[config.mk]
export PLATFORM = sky130hd
export DESIGN_NAME = alu_exec_unit
export DESIGN_NICKNAME = d
export VERILOG_FILES = /design/src/rtl/alu_exec_unit.sv
export SDC_FILE = /design/constraint.sdc
export NUM_CORES = 1
export LEC_CHECK = 0
export BUFFER_PORTS_ARGS = -buffer_cell sky130_fd_sc_hd__buf_4
export CAP_MARGIN = 20
export CORE_MARGIN = 2
export CORE_UTILIZATION = 44
export CTS_CLUSTER_SIZE = 40
export DETAILED_ROUTE_END_ITERATION = 10
export PLACE_DENSITY = 0.66
export SLEW_MARGIN = 10
export SYNTH_ARGS = -nofsm -noshare
export SYNTH_HDL_FRONTEND = slang
export SYNTH_SLANG_ARGS = --single-unit
[constraint.sdc]
create_clock -name clk -period 3.9 [get_ports clk]
set_input_delay 0.195 -clock clk [delete_from_list [all_inputs] [get_ports clk]]
set_output_delay 0.195 -clock clk [all_outputs]
set_load 0.05 [all_outputs]
[src/rtl/alu_exec_unit.sv]
// Execute-stage ALU: one-cycle add, iterative shift-add multiply and
// restoring unsigned divide behind a start/busy/done handshake.
module alu_exec_unit #(
    parameter int unsigned WIDTH = 16
) (
    input  logic             clk,
    input  logic             rst_n,
    input  logic             start,
    input  logic [1:0]       aluControl,
    input  logic             flagUpdate,
    input  logic [WIDTH-1:0] srcA,
    input  logic [WIDTH-1:0] srcB,
    output logic             busy,
    output logic             done,
    output logic [WIDTH-1:0] result,
    output logic [3:0]       flags,
    output logic             divByZero
);

    localparam int unsigned CW = (WIDTH > 1) ? $clog2(WIDTH) : 1;
    localparam int unsigned PW = 2 * WIDTH;

    localparam logic [1:0] OP_ADD = 2'b00;
    localparam logic [1:0] OP_MUL = 2'b01;
    localparam logic [1:0] OP_DIV = 2'b10;

    typedef enum logic [1:0] {
        IDLE = 2'd0,
        MUL  = 2'd1,
        DIV  = 2'd2,
        FIN  = 2'd3
    } state_t;

    state_t           state;
    logic [CW-1:0]    cnt;
    logic             fupd;
    logic [WIDTH-1:0] opnd;   // multiplicand or divisor
    logic [PW-1:0]    prod;   // {partial high, multiplier shifting out}
    logic [WIDTH-1:0] rem;
    logic [WIDTH-1:0] quo;    // dividend shifting out, quotient shifting in

    logic [WIDTH:0]   mul_sum;
    logic [PW-1:0]    mul_next;
    logic [WIDTH:0]   div_shift;
    logic             div_ge;
    logic [WIDTH-1:0] div_diff;
    logic [WIDTH-1:0] rem_next;
    logic [WIDTH-1:0] quo_next;
    logic [WIDTH:0]   add_sum;
    logic             add_v;

    // Pack {N,Z,C,V} for a completed result
    function automatic logic [3:0] mk_flags(input logic [WIDTH-1:0] r,
                                            input logic c, input logic v);
        return {r[WIDTH-1], (r == '0), c, v};
    endfunction

    // One iteration of multiply / divide, plus the single-cycle add
    always_comb begin
        mul_sum   = '0;
        mul_next  = '0;
        div_shift = '0;
        div_ge    = 1'b0;
        div_diff  = '0;
        rem_next  = '0;
        quo_next  = '0;
        add_sum   = '0;
        add_v     = 1'b0;

        mul_sum   = {1'b0, prod[PW-1:WIDTH]} + (prod[0] ? {1'b0, opnd} : '0);
        mul_next  = {mul_sum, prod[WIDTH-1:1]};

        div_shift = {rem, quo[WIDTH-1]};
        div_ge    = (div_shift >= {1'b0, opnd});
        div_diff  = WIDTH'(div_shift - {1'b0, opnd});
        rem_next  = div_ge ? div_diff : div_shift[WIDTH-1:0];
        quo_next  = {quo[WIDTH-2:0], div_ge};

        add_sum   = {1'b0, srcA} + {1'b0, srcB};
        add_v     = (srcA[WIDTH-1] == srcB[WIDTH-1]) &&
                    (add_sum[WIDTH-1] != srcA[WIDTH-1]);
    end

    // Control FSM with registered outputs and iteration datapath
    always_ff @(posedge clk) begin
        if (!rst_n) begin
            state     <= IDLE;
            cnt       <= '0;
            fupd      <= 1'b0;
            opnd      <= '0;
            prod      <= '0;
            rem       <= '0;
            quo       <= '0;
            busy      <= 1'b0;
            done      <= 1'b0;
            result    <= '0;
            flags     <= '0;
            divByZero <= 1'b0;
        end else begin
            done <= 1'b0;
            case (state)
                IDLE, FIN: begin
                    busy  <= 1'b0;
                    state <= IDLE;
                    if (start) begin
                        fupd      <= flagUpdate;
                        divByZero <= 1'b0;
                        case (aluControl)
                            OP_ADD: begin
                                result <= add_sum[WIDTH-1:0];
                                if (flagUpdate)
                                    flags <= mk_flags(add_sum[WIDTH-1:0], add_sum[WIDTH], add_v);
                                done  <= 1'b1;
                                state <= FIN;
                            end
                            OP_MUL: begin
                                opnd  <= srcA;
                                prod  <= {{WIDTH{1'b0}}, srcB};
                                cnt   <= CW'(WIDTH - 1);
                                busy  <= 1'b1;
                                state <= MUL;
                            end
                            OP_DIV: begin
                                if (srcB == '0) begin
                                    result    <= '1;
                                    divByZero <= 1'b1;
                                    if (flagUpdate)
                                        flags <= mk_flags('1, 1'b0, 1'b1);
                                    done  <= 1'b1;
                                    state <= FIN;
                                end else begin
                                    opnd  <= srcB;
                                    rem   <= '0;
                                    quo   <= srcA;
                                    cnt   <= CW'(WIDTH - 1);
                                    busy  <= 1'b1;
                                    state <= DIV;
                                end
                            end
                            default: begin
                                // reserved opcode: zero result, flags untouched
                                result <= '0;
                                done   <= 1'b1;
                                state  <= FIN;
                            end
                        endcase
                    end
                end
                MUL: begin
                    prod <= mul_next;
                    if (cnt == '0) begin
                        result <= mul_next[WIDTH-1:0];
                        if (fupd)
                            flags <= mk_flags(mul_next[WIDTH-1:0], 1'b0, |mul_next[PW-1:WIDTH]);
                        done  <= 1'b1;
                        busy  <= 1'b0;
                        state <= FIN;
                    end else begin
                        cnt <= cnt - CW'(1);
                    end
                end
                DIV: begin
                    rem <= rem_next;
                    quo <= quo_next;
                    if (cnt == '0) begin
                        result <= quo_next;
                        if (fupd)
                            flags <= mk_flags(quo_next, 1'b0, 1'b0);
                        done  <= 1'b1;
                        busy  <= 1'b0;
                        state <= FIN;
                    end else begin
                        cnt <= cnt - CW'(1);
                    end
                end
                default: state <= IDLE;
            endcase
        end
    end

endmodule

==> results.txt <==
post-synth cell types: 66
Hold Crit Depth: 3
worst slack, placed: 0.437 ns
final hold vios: 0
sequential-to-total area share from yosys stat: 29.2%
setup repair after global routing missed its margin: no
most frequent cells in the layout: dfxtp_1 (110), nor2_1 (107), buf_4 (74)
top cells by area, synth: dfxtp_1 (29%), ha_1 (9.0%), mux2i_1 (6.5%)
Sink Count: 110
area of the multi-input gates: 4970 um^2
final setup TNS: 0 ns
DP HPWL: 17300 um
Root Buffer: clkbuf_16
CTS tree: done
RePlAce Congestion: 0.934
startpoint types: flop
hold wc startpoint: flagUpdate
Leakage: 3.36 nW
core area: 16600 um^2
Filler cells: 1592
CTS H-tree lvls: 3
Post-CTS Resized: 0
GRT overflow: 0
DR WL/cell: 19.2 um
number of antenna diodes: 0
Setup-failing EPs final: 0
Reg-to-Reg Start: prod[0]$_SDFFE_PN0P_
largest net degree at the start of global routing: 67
number of CTS-inserted buffers: 9
Final Cycle Share: 91.5%
Vias/cell: 6.02
Post-CTS Hold Fix Bufs: 0
Setup CP Type: flop to flop
worst vdd ir: 0.416 mV
initial core utilization: 45.3%
clk slew on worst S/H paths: 0.08 ns
CP max stage cell: dfxtp_1
Syn Inst Count: 931
post-route ant nets: 0
Relative slew margins: 30.5%
io pins: 61
CP peak stage delay: 0.70 ns
area delta synth->final: 12.5%
WP data arrival: 3.80 ns
first-pass GRT wire length: 36000 um
DR vias: 7144
Die ar.: 18200 um^2
Max Slew Vio Count: 0
post-synth top area share: 29.2%
maxcap violations: 0
FMAX: 280 MHz
RR Endpoint: flags[0]$_SDFFE_PN0P_
most common cell type on the critical path: o21ai_1
top_reg_cell synth: dfxtp_1
Final nets: 1057
routed wire length: 22800 um
row count: 47
residual DRC count: 0
CTS Buffer Depth: 2
Synth area leader: dfxtp_1
WP data required: 4.13 ns
Register Area: 2200 um^2
share of cells above drive strength 1: 10.7%
Period minus WS final: 3.57 ns
FF-to-FF path depth: 10
Post-synth ARST share: 0%
vias in the first global route: 6699
reg2reg setup slack: 0.33 ns
router iterations before antenna repair: 5
Setup Skew: 0.00965 ns
Mean Syn Cell Area: 8.09 um^2
PwrDens: 691 nW/um^2
fin util: 50.9%
Worst Hold End: fupd$_SDFFE_PN0P_
Post-synth EDFFs: 0
Die Height: 135 um
Syn. warnings: 0
outcome: finished, final reports clean
worst setup margin: 0.331 ns
Initial DRC Count: 585
postcts setup bufs: 0
total global-route track usage: 25.2%
syn_nets: 1026
CP endpoint kind: flop
most common cell after layout, fill and taps aside: dfxtp_1
Mapped Area: 7530 um^2
Seq cells post-synth: 110
Worst Hold Class: input port to flop
worst-skew pair later-pin latency: 0.37 ns
Slew @ Worst Pin: 1.04 ns
DIE WIDTH: 135 um
antenna violations before repair: 0
placed cells: 1171
Finished Layout Cells: 1187
worst-path cell chain: and2_1 -> ha_1 -> a2111oi_0 -> o21ai_1 -> a311oi_2 -> o21ai_1 -> xnor2_1 -> or4_1 -> o311ai_1 -> nand3_1
PortBufs: 60
Worst Path Max Fanout: 17
registers in the layout (all words and copies together), names as in the netlist:
| register | cells |
|---|---|
| busy | 1 |
| rem | 16 |
| prod | 32 |
| quo | 16 |
| state | 2 |
| flags | 4 |
| cnt | 4 |
| done | 1 |
| fupd | 1 |
| opnd | 16 |
| divByZero | 1 |
| result | 16 |
routing by layer:
layer / up-vias / part of all wire, % / track usage, % / wire length, um
li1: 3518 / - / - / -
met1: 3383 / 45 / 33.5 / 10300
met2: 210 / 47 / 42.0 / 10800
met3: 33 / 4.8 / 2.85 / 1090
met4: 0 / 2.9 / 9.36 / 667
met5: - / 0 / 0 / 0
power breakdown:
part	internal, mW	total [mW]	switching (mW)	leakage [nW]
Sequential	1.39	1.65	0.261	0.897
Combinational	1.18	3.26	2.08	2.32
Clock	0.455	0.946	0.491	0.144
per-stage QoR:
step | power (mW) | hold slack (ns) | cell area, um^2
floorplan | 3.93 | 0.331 | 7530
CTS | 5.83 | 0.0826 | 8470
global route | 6.22 | 0.111 | 8470
global placement | 4.86 | 0.447 | 8170
detailed placement | 4.88 | 0.449 | 8170
finish | 5.85 | 0.0879 | 8470
worst max path at each step:
| stage | start | endpoint | depth (start not counted) |
|---|---|---|---|
| floorplan | prod[0]$_SDFFE_PN0P_ | flags[0]$_SDFFE_PN0P_ | 13 |
| global placement | prod[0]$_SDFFE_PN0P_ | flags[0]$_SDFFE_PN0P_ | 10 |
| detailed placement | prod[0]$_SDFFE_PN0P_ | flags[0]$_SDFFE_PN0P_ | 10 |
| CTS | prod[0]$_SDFFE_PN0P_ | flags[0]$_SDFFE_PN0P_ | 10 |
| global route | prod[0]$_SDFFE_PN0P_ | flags[0]$_SDFFE_PN0P_ | 10 |
| finish | prod[0]$_SDFFE_PN0P_ | flags[0]$_SDFFE_PN0P_ | 10 |
critical path, delay by kind of cell, from the launching register on:
kind | cells | cell delay, ns
flip-flops | 1 | 0.70
adder cells (fa/ha/maj) | 1 | 0.31
AO/OA/AOI/OAI | 5 | 1.37
AND/OR/NAND/NOR | 3 | 0.90
XOR/XNOR | 1 | 0.16
cells in the mapped netlist (9+ instances only):
cell type	number
o21ai_0	31
ha_1	54
a22oi_1	14
dfxtp_1	110
nor2_1	108
o21a_1	10
a221oi_1	14
xnor2_1	24
or3_1	9
mux2i_1	49
clkbuf_1	52
nand2_1	55
a21oi_1	60
xor2_1	17
a21o_1	16
nand3_1	16
nand4_1	19
a31oi_1	11
inv_1	44
and2_1	19
a211oi_1	54
nor3_1	22
nor4_1	15
cell families after synthesis:
family                   after synthesis  share of synthesized area, %
adder cells (fa/ha/maj)               57                          9.77
buffers and inverters                 98                          4.88
flip-flops                           110                          29.2
XOR/XNOR                              41                          4.77
AND/OR/NAND/NOR                      305                          19.7
multiplexers                          50                          6.66
AO/OA/AOI/OAI                        270                          25.0
final cells by class:
type / count / area share, %
flip-flops and latches: 110 / 26.0
clock buffers: 9 / 2.66
repair buffers: 74 / 6.56
well taps: 220 / 3.25
multi-input cells: 723 / 58.7
clock inverters: 7 / 0.916
inverters: 44 / 1.95
No activity file was read; power rests on OpenSTA's default activity.
